<file path="src/rtl/nibble_add_sequencer.sv">
// Shares one 4-bit add slice between two round-robin requesters, adding WORDS nibbles serially.
// Grant at edge k, done pulse after edge k+WORDS; requests are only sampled in IDLE.
module nibble_add_sequencer #(
  parameter  int WORDS = 4,
  localparam int W     = 4 * WORDS
) (
  input  logic         clk,
  input  logic         rst,
  input  logic         req0,
  input  logic [W-1:0] a0,
  input  logic [W-1:0] b0,
  input  logic         cin0,
  input  logic         req1,
  input  logic [W-1:0] a1,
  input  logic [W-1:0] b1,
  input  logic         cin1,
  output logic         gnt0,
  output logic         gnt1,
  output logic         busy,
  output logic         done,
  output logic         done_id,
  output logic [W-1:0] sum,
  output logic         cout
);

  localparam int IDXW = (WORDS > 1) ? $clog2(WORDS) : 1;
  localparam logic [IDXW-1:0] LAST_IDX = IDXW'(WORDS - 1);

  typedef enum logic [1:0] {
    IDLE = 2'd0,
    RUN  = 2'd1,
    DONE = 2'd2
  } state_t;

  state_t          state;
  state_t          state_nxt;
  logic [W-1:0]    opa;
  logic [W-1:0]    opb;
  logic            carry;
  logic            last;
  logic            owner;
  logic [IDXW-1:0] idx;

  logic            take;
  logic            winner;
  logic            last_nib;
  logic [3:0]      nib_a;
  logic [3:0]      nib_b;
  logic [3:0]      nib_s;
  logic            nib_c;

  // Round-robin: a lone requester wins outright; on a tie the one that did not win last time.
  always_comb begin
    take   = 1'b0;
    winner = 1'b0;
    if (state == IDLE) begin
      if (req0 && req1) begin
        take   = 1'b1;
        winner = ~last;
      end else if (req0) begin
        take   = 1'b1;
        winner = 1'b0;
      end else if (req1) begin
        take   = 1'b1;
        winner = 1'b1;
      end
    end
  end

  always_comb begin
    nib_a = '0;
    nib_b = '0;
    for (int i = 0; i < WORDS; i++) begin
      if (idx == IDXW'(i)) begin
        nib_a = opa[4*i +: 4];
        nib_b = opb[4*i +: 4];
      end
    end
  end

  // The shared 4-bit slice: A + B + Cin -> {Cout, S}.
  assign {nib_c, nib_s} = {1'b0, nib_a} + {1'b0, nib_b} + {4'b0000, carry};
  assign last_nib       = (idx == LAST_IDX);

  always_comb begin
    state_nxt = state;
    case (state)
      IDLE:    if (take) state_nxt = RUN;
      RUN:     if (last_nib) state_nxt = DONE;
      DONE:    state_nxt = IDLE;
      default: state_nxt = IDLE;
    endcase
  end

  always_ff @(posedge clk) begin
    if (rst) state <= IDLE;
    else     state <= state_nxt;
  end

  always_ff @(posedge clk) begin
    if (rst) begin
      gnt0    <= 1'b0;
      gnt1    <= 1'b0;
      busy    <= 1'b0;
      done    <= 1'b0;
      done_id <= 1'b0;
      sum     <= '0;
      cout    <= 1'b0;
      opa     <= '0;
      opb     <= '0;
      carry   <= 1'b0;
      idx     <= '0;
      last    <= 1'b1;
      owner   <= 1'b0;
    end else begin
      gnt0 <= 1'b0;
      gnt1 <= 1'b0;
      done <= 1'b0;
      busy <= (state_nxt != IDLE);
      case (state)
        IDLE: begin
          if (take) begin
            opa   <= winner ? a1 : a0;
            opb   <= winner ? b1 : b0;
            carry <= winner ? cin1 : cin0;
            idx   <= '0;
            last  <= winner;
            owner <= winner;
            gnt0  <= ~winner;
            gnt1  <= winner;
          end
        end
        RUN: begin
          for (int i = 0; i < WORDS; i++) begin
            if (idx == IDXW'(i)) sum[4*i +: 4] <= nib_s;
          end
          carry <= nib_c;
          if (last_nib) begin
            cout    <= nib_c;
            done    <= 1'b1;
            done_id <= owner;
          end else begin
            idx <= idx + IDXW'(1);
          end
        end
        default: ;
      endcase
    end
  end

  a_gnt_onehot:  assert property (@(posedge clk) disable iff (rst) !(gnt0 && gnt1));
  a_done_no_gnt: assert property (@(posedge clk) disable iff (rst) !(done && (gnt0 || gnt1)));

endmodule

</file>
<file path="config.mk">
export PLATFORM = sky130hd
export DESIGN_NAME = nibble_add_sequencer
export DESIGN_NICKNAME = d
export VERILOG_FILES = /design/src/rtl/nibble_add_sequencer.sv
export SDC_FILE = /design/constraint.sdc
export NUM_CORES = 1
export LEC_CHECK = 0
export BUFFER_PORTS_ARGS = -buffer_cell sky130_fd_sc_hd__buf_2
export CAP_MARGIN = 20
export CORE_AREA = 2 2 76 92
export CTS_CLUSTER_SIZE = 40
export DETAILED_ROUTE_END_ITERATION = 8
export DIE_AREA = 0 0 78 94
export PLACE_DENSITY_LB_ADDON = 0.3
export SETUP_SLACK_MARGIN = 0.1
export SYNTH_ARGS = -nofsm -noshare
export SYNTH_HDL_FRONTEND = slang
export SYNTH_SLANG_ARGS = --single-unit
</file>
<file path="constraint.sdc">
create_clock -name clk -period 2.55 [get_ports clk]
set_input_delay 0.1275 -clock clk [delete_from_list [all_inputs] [get_ports clk]]
set_output_delay 0.1275 -clock clk [all_outputs]
set_load 0.005 [all_outputs]
</file>
==> results of run 1 <==
==> tightest hold or removal path, delay by kind of cell <==
| family | cells | cell delay, ns |
|---|---|---|
| and+or+nand+nor | 1 | 0.05 |
| buffers and inverters | 1 | 0.08 |
| AOI/OAI and AO/OA | 1 | 0.08 |
==> synthesized netlist by cell type (all sizes together) (2+ instances only) <==
cell / n / area (um^2)
a211oi: 2 / 15.0
a21o: 2 / 15.0
a21oi: 36 / 180
a22oi: 3 / 22.5
a311oi: 3 / 26.3
and2: 2 / 12.5
buf: 15 / 104
clkbuf: 11 / 41.3
dfxtp: 61 / 1220
fa: 2 / 40.0
ha: 7 / 87.6
inv: 8 / 30.0
nand2: 99 / 372
nand3: 7 / 35.0
nand3b: 6 / 45.0
nand4: 3 / 18.8
nor2: 10 / 45.0
nor2b: 3 / 18.8
nor3: 4 / 31.3
o21ai: 11 / 55.1
o221ai: 32 / 299
or3: 2 / 17.5
==> worst min path at each step <==
| stage | startpoint | end | slack (ns) | cells past startpoint |
|---|---|---|---|---|
| 2_1_floorplan | a0[13] | opa[13]$_SDFFE_PP0P_ | 0.27 | 2 |
| 3_3_place_gp | b0[2] | opb[2]$_SDFFE_PP0P_ | 0.38 | 3 |
| 3_5_place_dp | b0[10] | opb[10]$_SDFFE_PP0P_ | 0.38 | 3 |
| 4_1_cts | b0[0] | opb[0]$_SDFFE_PP0P_ | 0.02 | 3 |
| 5_1_grt | a0[13] | opa[13]$_SDFFE_PP0P_ | 0.02 | 3 |
| 6_report | b0[0] | opb[0]$_SDFFE_PP0P_ | 0.03 | 3 |
==> flip-flops by register name (all words and copies together), names as in the netlist, 2 cells and up <==
signal and cells:
idx 2, state 2, opa 16, sum 16, opb 16
==> power breakdown <==
group / switching [W] / leakage (nW) / internal [W]
combinational: 0.000224 / 1.09 / 0.000193
clock: 0.000361 / 0.107 / 0.000545
sequential: 0.0000408 / 0.501 / 0.00101
==> logic make-up (layout without fill, tap and decap cells) <==
family                     count (synthesis)  after routing  share of synthesized area
xor gates and xnor gates                   1              1                    0.00310
adders and majority gates                  9              9                     0.0451
DFF                                       61             61                      0.432
AOI/OAI and AO/OA                         94             94                      0.232
muxes                                      1              1                    0.00354
and+or+nand+nor                          141            141                      0.222
buffers and inverters                     34            138                     0.0619
==> final cells by class <==
class / count / area (um^2) / share of cell area
Clock buffer: 11 / 131 / 0.0347
Sequential cell: 61 / 1230 / 0.324
Timing Repair Buffer: 114 / 636 / 0.168
Tap cell: 85 / 106 / 0.0281
Clock inverter: 5 / 75.1 / 0.0198
Inverter: 8 / 32.5 / 0.00860
Multi-Input combinational cell: 246 / 1580 / 0.416
==> what timing repair did <==
action | in CTS | in global routing
pin swaps | 5 | 16
setup buffers | 1 | 5
endpoints found under the setup margin | 14 | 10
resized for setup | 17 | 27
cloned | 0 | 0
==> per-layer routing <==
| layer | wire (um) | global-route usage | up-vias |
|---|---|---|---|
| met1 | 3070 | 0.221 | 1263 |
| met5 | 0 | 0 | - |
| met4 | 168 | 0.0833 | 0 |
| met2 | 3770 | 0.384 | 78 |
| met3 | 358 | 0.0635 | 16 |
| li1 | - | - | 1402 |
==> per-stage QoR <==
| step | util | setup TNS [ns] | setup WS (ns) | hold WS [ns] |
|---|---|---|---|---|
| after floorplan | - | 0 | 0.102 | 0.268 |
| after global placement | 0.528 | 0 | 0.0138 | 0.377 |
| after detailed placement | 0.528 | -0.458 | -0.0737 | 0.383 |
| after CTS | 0.574 | 0 | 0.116 | 0.0228 |
| after global routing | 0.590 | -0.0228 | -0.0191 | 0.0215 |
| final | 0.590 | 0 | 0.150 | 0.0282 |
==> results_dict.tcl, run 1 <==
set metrics [dict create \
    finalSetupViolCount 0 \
    critical_path_buf_inv_count 4 \
    grt_pass1_vias 2665 \
    final_max_slew_viol_count 0 \
    grt_max_degree 36 \
    drc_errors 0 \
    fin_worst_skew_ns 0.00571 \
    cp-end-kind "flop" \
    mostFrequentLayoutCell "nand2_1" \
    syn_to_final_growth_pct 33.7 \
    root_buffer "clkbuf_8" \
    most-common-layout-cells "nand2_1 (97), buf_2 (91), dfxtp_1 (59)" \
    slowest_delay_ns 0.35 \
    clock-sinks 61 \
    cp_cell_sequence "inv_4, ha_4, buf_6, nand2_2, a21oi_2, a21oi_1, o21ai_1, fa_2, inv_2, fa_2, buf_6, xnor2_4, nand3_1, a21oi_2" \
    yosys_register_bits 61 \
    wire_per_inst_um 13.9 \
    routed_wl_um 7360 \
    netlist_area_um2 2830 \
    core_um2 6410 \
    die_y_um 94 \
    syn_inst 341 \
    dp.cells 508 \
    synth.net_count 420 \
    start_util 0.442 \
    crit_type "flop to flop" \
    synth-async-reset-ratio 0 \
    crit_required_ns 2.83 \
    period_share 0.941 \
    leakagePower_nw 1.70 \
    r2r_cells 14 \
    postRouteAntennaNets 0 \
    clockBufferDepth 2 \
    endpoint "sum[2]$_SDFFE_PP0P_" \
    final_nets 519 \
    vdd_drop_max_v 0.000357 \
    power_w 0.00238 \
    hold_viol 0 \
    cts_max_level 3 \
    path_delay_family "adder cells" \
    insertion_delay_ns 0.34 \
    cts.clk_slew.worst_paths_ns 0.07 \
    via_count 2759 \
    drt-pass1-iter-count 4 \
    timing.rr.start "idx[1]$_SDFFE_PP0P_" \
    placementRows 32 \
    antenna_found_initial 0 \
    critical_path_depth 14 \
    postSynthAreaPerCell_um2 8.30 \
    numCtsBuffers 9 \
    power_density_nw_per_um2 629 \
    cts_tree "built" \
    pin_count 92 \
    synthDistinctLibCells 41 \
    startpoint "idx[1]$_SDFFE_PP0P_" \
    slew_headroom 0.497 \
    dpl.hpwl_um 5010 \
    fmax_mhz 417 \
    cap_violations 0 \
    ys_warn_count 0 \
    critPathMaxFanout 5 \
    placedInstanceArea_um2 3380 \
    diodes 0 \
    reg2reg_setup_slack_ns 0.15 \
    fin_cells 530 \
    cts_hold_buf 0 \
    fin_crit_ns 2.40 \
    nFillCells 593 \
    run_status "finished clean" \
    rr_endpoint "sum[2]$_SDFFE_PP0P_" \
    die_w_um 78 \
    hold_class "input pin to flop" \
    synth_edf_count 0 \
    rsz0062_at_grt "true" \
    grt_pass1_wl_um 11900 \
    cpMaxStageDelayCell "dfxtp_4" \
    drive_above_1_share 0.366 \
    critical_path_arrival_ns 2.68 \
    final_area_um2 3780 \
    drt_iter0_markers 104 \
    seq_area_frac_synth 0.432 \
    grtUsageTotal 0.209 \
    dieArea_um2 7330 \
    post_drt_via_cell_ratio 5.21 \
    startpoint_type "flop" \
    routabilityCongestion 0.858 \
    grt.overflow.total 0 \
    io_buffers 91 \
    ys.flop_type "dfxtp_1" \
    tightest_slew_ns 0.752 \
]
Note: power is estimated with default switching activity, not from simulation.
==> inputs of run 2 (changes only) <==
--- a/config.mk
+++ b/config.mk
@@ -17,2 +17,3 @@
 export SYNTH_HDL_FRONTEND = slang
 export SYNTH_SLANG_ARGS = --single-unit
+export TNS_END_PERCENT = 20
==> constraint.sdc (replaced) <==
create_clock -name clk -period 2.55 [get_ports clk]
set_input_delay 0.51 -clock clk [delete_from_list [all_inputs] [get_ports clk]]
set_output_delay 0.51 -clock clk [all_outputs]
set_load 0.005 [all_outputs]
==> results_dict.tcl, run 2 (synthesized netlist as in run 1, its figures left out) <==
set metrics [dict create \
    grt.overflow.total 0 \
    die_w_um 78 \
    power_w 0.00223 \
    drive_above_1_share 0.345 \
    setup_ws_ns 0.139 \
    critPathMaxFanout 4 \
    insertion_delay_ns 0.34 \
    critical_path_buf_inv_count 3 \
    pin_count 92 \
    cp_cell_sequence "buf_4, ha_4, buf_4, a21oi_1, o21ai_1, a22oi_1, inv_1, ha_1, and3_1, or3_4, nand4_1, a21oi_1" \
    fin_worst_skew_ns 0.00624 \
    crit_type "flop to flop" \
    cpMaxStageDelayCell "or3_4" \
    post_drt_via_cell_ratio 5.21 \
    wire_per_inst_um 13.3 \
    hold_class "input pin to flop" \
    diodes 0 \
    placementRows 32 \
    root_buffer "clkbuf_8" \
    startpoint_type "flop" \
    numCtsBuffers 9 \
    r2r_cells 12 \
    finalSetupViolCount 0 \
    period_share 0.946 \
    drt-pass1-iter-count 5 \
    min_path_cells 3 \
    slowest_delay_ns 0.35 \
    dieArea_um2 7330 \
    drc_errors 0 \
    dpl.hpwl_um 5120 \
    hold_viol 0 \
    drt_iter0_markers 91 \
    power_density_nw_per_um2 602 \
    die_y_um 94 \
    clock-sinks 61 \
    min_to "opb[0]$_SDFFE_PP0P_" \
    hold_start "b0[0]" \
    final_max_slew_viol_count 0 \
    path_delay_family "simple AND/OR/NAND/NOR gates" \
    start_util 0.442 \
    routabilityCongestion 0.867 \
    io_buffers 91 \
    cts_hold_buf 0 \
    syn_to_final_growth_pct 30.7 \
    critical_path_arrival_ns 2.62 \
    mostFrequentLayoutCell "nand2_1" \
    core_um2 6410 \
    most-common-layout-cells "nand2_1 (99), buf_2 (92), dfxtp_1 (59)" \
    utilization 0.577 \
    routed_wl_um 7060 \
    run_status "finished clean" \
    cts_tree "built" \
    cts.clk_slew.worst_paths_ns 0.06 \
    fin_crit_ns 2.41 \
    tightest_slew_ns 0.507 \
    grt_max_degree 35 \
    postRouteAntennaNets 0 \
    leakagePower_nw 1.68 \
    clockBufferDepth 2 \
    final_nets 519 \
    fin_tns_setup_ns 0 \
    via_count 2755 \
    rr_endpoint "sum[3]$_SDFFE_PP0P_" \
    reg2reg_setup_slack_ns 0.14 \
    grt_pass1_vias 2557 \
    crit_required_ns 2.76 \
    dpl_worst_slack_ns -0.0725 \
    timing.rr.start "idx[1]$_SDFFE_PP0P_" \
    grt_pass1_wl_um 11300 \
    cp-end-kind "flop" \
    cts_max_level 3 \
    fmax_mhz 415 \
    antenna_found_initial 0 \
    cap_violations 0 \
    rsz0062_at_grt "true" \
    slew_headroom 0.662 \
    vdd_drop_max_v 0.000379 \
    grtUsageTotal 0.198 \
    reg_top3 "opa x16, opb x16, sum x16" \
]
## run 2: cell type report
cell class / instances / area [um^2]
Multi-Input combinational cell: 246 / 1530
Clock buffer: 14 / 173
Sequential cell: 61 / 1230
Timing Repair Buffer: 114 / 629
Fill cell: 605 / 2710
Inverter: 8 / 30.0
Clock inverter: 1 / 5.00
Tap cell: 85 / 106
## run 2: per-layer routing
layer / wire, um / global-route usage
met5: 0 / 0
met4: 203 / 0.0906
met3: 331 / 0.0596
met2: 3590 / 0.356
met1: 2940 / 0.212
## run 2: worst register-to-register path, stage by stage, from the launching register on
cell and delay [ns]:
dfxtp_2 0.33, buf_4 0.15, ha_4 0.17, buf_4 0.15, a21oi_1 0.13, o21ai_1 0.09
a22oi_1 0.21, inv_1 0.08, ha_1 0.29, and3_1 0.17, or3_4 0.35, nand4_1 0.11
a21oi_1 0.07
## run 2: per-stage QoR
stage               instances  cell area [um^2]  hold WS (ns)
floorplan                 341              2840         0.422
global placement          511              3410         0.434
detailed placement        511              3410         0.435
CTS                       526              3610         0.406
global route              529              3700         0.408
finish                    529              3700         0.417
## run 2: power breakdown
group          internal (W)  leakage, nW  switching, W
Clock              0.000426       0.0926      0.000344
Sequential          0.00102        0.501     0.0000407
Combinational      0.000187         1.09      0.000213
Total               0.00163         1.68      0.000598
## run 2: repair_timing
| action | 4_1_cts | 5_1_grt |
|---|---|---|
| setup buffers | 0 | 2 |
| gates resized for setup | 8 | 18 |
| gates cloned | 0 | 1 |
| pin swaps | 1 | 8 |
| endpoints found under the setup margin | 14 | 14 |
| hold endpoints to repair | 0 | 0 |
## run 2: worst max-delay path by stage
stage | startpoint | to | slack (ns) | cells past startpoint
6_report | idx[1]$_SDFFE_PP0P_ | sum[3]$_SDFFE_PP0P_ | 0.14 | 12
5_1_grt | idx[1]$_SDFFE_PP0P_ | carry$_SDFFE_PP0P_ | 0.03 | 13
3_3_place_gp | idx[1]$_SDFFE_PP0P_ | cout$_SDFFE_PP0P_ | -0.01 | 13
2_1_floorplan | idx[1]$_SDFFE_PP0P_ | cout$_SDFFE_PP0P_ | 0.1 | 14
3_5_place_dp | idx[1]$_SDFFE_PP0P_ | cout$_SDFFE_PP0P_ | -0.07 | 13
4_1_cts | idx[0]$_SDFFE_PP0P_ | sum[2]$_SDFFE_PP0P_ | 0.09 | 12
==> inputs of run 3 (changes only) <==
ABC_AREA = 1   (was default)
CORE_AREA = 2 2 78 95   (was 2 2 76 92)
DIE_AREA = 0 0 80 97   (was 0 0 78 94)
==> results_dict.tcl, run 3 <==
set metrics [dict create \
    io_buffers 91 \
    postRouteAntennaNets 0 \
    leakagePower_nw 1.86 \
    netlist_top_cells_count "a21oi_1 (65), dfxtp_1 (61), nor2_1 (51)" \
    antenna_found_initial 0 \
    power_w 0.00279 \
    run_status "finished clean" \
    busiest_layer "met2" \
    diodes 0 \
    via_count 2952 \
    ys_warn_count 0 \
    pin_count 92 \
    ys_top_cells_by_area "dfxtp_1 (40%), a21oi_1 (11%), o21bai_1 (8.0%), o21ai_0 (6.5%), nor2_1 (6.3%)" \
    synth-async-reset-ratio 0 \
    drive_above_1_share 0.317 \
    cts_max_level 3 \
    die_y_um 97 \
    hold_class "input pin to flop" \
    mostFrequentLayoutCell "buf_2" \
    yosysTopAreaCell "dfxtp_1" \
    critical_path_arrival_ns 2.57 \
    power_density_nw_per_um2 713 \
    fin_cells 583 \
    cts.clk_slew.worst_paths_ns 0.07 \
    grtUsageTotal 0.192 \
    drc_errors 0 \
    finalSetupViolCount 0 \
    gr-usage-met3 0.0401 \
    cts_hold_buf 0 \
    routabilityCongestion 0.897 \
    period_share 0.904 \
    syn_to_final_growth_pct 29.8 \
    grt_max_degree 67 \
    core_um2 6770 \
    dp.cells 561 \
    hold_viol 0 \
    final_area_um2 3910 \
    tightest_slew_ns 0.459 \
    yosys_register_bits 61 \
    clockBufferDepth 2 \
    ys.flop_type "dfxtp_1" \
    crit_type "flop to flop" \
    cts_tree "built" \
    fmax_mhz 434 \
    vdd_drop_max_v 0.000351 \
    grt_pass1_vias 2763 \
    cp-end-kind "flop" \
    netlist_area_um2 3020 \
    grt.overflow.total 0 \
    most-common-layout-cells "buf_2 (91), a21oi_1 (59), dfxtp_1 (59)" \
    final_max_slew_viol_count 0 \
    crit_required_ns 2.82 \
    syn_inst 397 \
    dpl_worst_slack_ns -0.0204 \
    drt-pass1-iter-count 5 \
    postSynthAreaPerCell_um2 7.60 \
    seq_area_frac_synth 0.405 \
    placementRows 33 \
    final_nets 570 \
    numCtsBuffers 9 \
    start_util 0.445 \
    fin_worst_skew_ns 0.00687 \
    dieArea_um2 7760 \
    drt_iter0_markers 113 \
    synthDistinctLibCells 27 \
    root_buffer "clkbuf_8" \
    synth.net_count 476 \
    clock-sinks 61 \
    synth_edf_count 0 \
    grt_pass1_wl_um 11800 \
    startpoint_type "flop" \
    cap_violations 0 \
    critPathMaxFanout 7 \
    synth_most_common_cell "a21oi_1" \
    die_w_um 80 \
    post_drt_via_cell_ratio 5.06 \
    reg_top3 "opa x16, opb x16, sum x16" \
    dpl.hpwl_um 5370 \
    routed_wl_um 7490 \
    grt_util_met2 0.333 \
    yosysTopAreaCellShare 0.405 \
    slew_headroom 0.693 \
    placedInstanceArea_um2 3520 \
    rsz0062_at_grt "true" \
    wire_per_inst_um 12.9 \
    insertion_delay_ns 0.34 \
    setup_ws_ns 0.244 \
    fin_crit_ns 2.31 \
    use_met1 0.217 \
]
==> run 3: cell families (layout without fill, tap and decap cells) <==
logic type | Yosys count | in the layout | synth area share
compound gates | 148 | 148 | 0.278
xor+xnor | 1 | 1 | 0.00291
fa+ha+maj | 9 | 9 | 0.0423
buf+inv | 55 | 154 | 0.0909
simple gates | 123 | 123 | 0.181
flops | 61 | 61 | 0.405
==> run 3: through the flow <==
step | utilization | setup TNS [ns] | hold WS, ns
after global routing | 0.578 | 0 | 0.459
after detailed placement | 0.519 | -0.0393 | 0.450
after CTS | 0.559 | 0 | 0.441
final | 0.578 | 0 | 0.449
after global placement | 0.519 | 0 | 0.445
after floorplan | - | 0 | 0.429
==> run 3: cell type report <==
| cell class | count | area (um^2) |
|---|---|---|
| Fill cell | 651 | 2860 |
| Multi-Input combinational cell | 281 | 1600 |
| Sequential cell | 61 | 1230 |
| Timing Repair Buffer | 108 | 599 |
| Clock buffer | 13 | 169 |
| Inverter | 30 | 120 |
| Tap cell | 87 | 109 |
| Clock inverter | 3 | 90.1 |
==> run 3: report_power, final <==
part           leakage, nW  total, W  internal [W]  switching (W)
registers            0.504   0.00109       0.00104      0.0000525
clock network        0.130   0.00109      0.000730       0.000363
logic                 1.23  0.000607      0.000266       0.000342
==> run 3: what timing repair did <==
| action | 4_1_cts | 5_1_grt |
|---|---|---|
| pin swaps | 0 | 10 |
| setup buffers | 0 | 6 |
| setup endpoints to repair | 11 | 13 |
| resized for setup | 3 | 28 |
==> run 3: worst max-delay path, cell delays in order (launching register included) <==
cell and delay [ns]:
dfxtp_4 0.35, inv_2 0.09, ha_4 0.15, inv_2 0.06, buf_4 0.14, o211ai_1 0.20
a21oi_2 0.09, fa_2 0.36, inv_2 0.07, fa_2 0.44, inv_2 0.08, nand3_1 0.07
a21oi_1 0.13
==> run 3: routing by layer <==
layer  routed length [um]  part of all wire
met5                    0                 0
met4                  197             0.026
met3                  377             0.050
met2                 3690              0.49
met1                 3230              0.43
==> run 3: worst paths after layout <==
check                            from                    to  slack, ns  cells after the start
hold / removal                 b0[15]  opb[15]$_SDFFE_PP0P_       0.45                      3
setup reg to reg  idx[1]$_SDFFE_PP0P_   sum[5]$_SDFFE_PP0P_       0.24                     12
hold reg to reg   sum[0]$_SDFFE_PP0P_   sum[0]$_SDFFE_PP0P_       0.46                      2
setup / recovery  idx[1]$_SDFFE_PP0P_   sum[5]$_SDFFE_PP0P_       0.24                     12
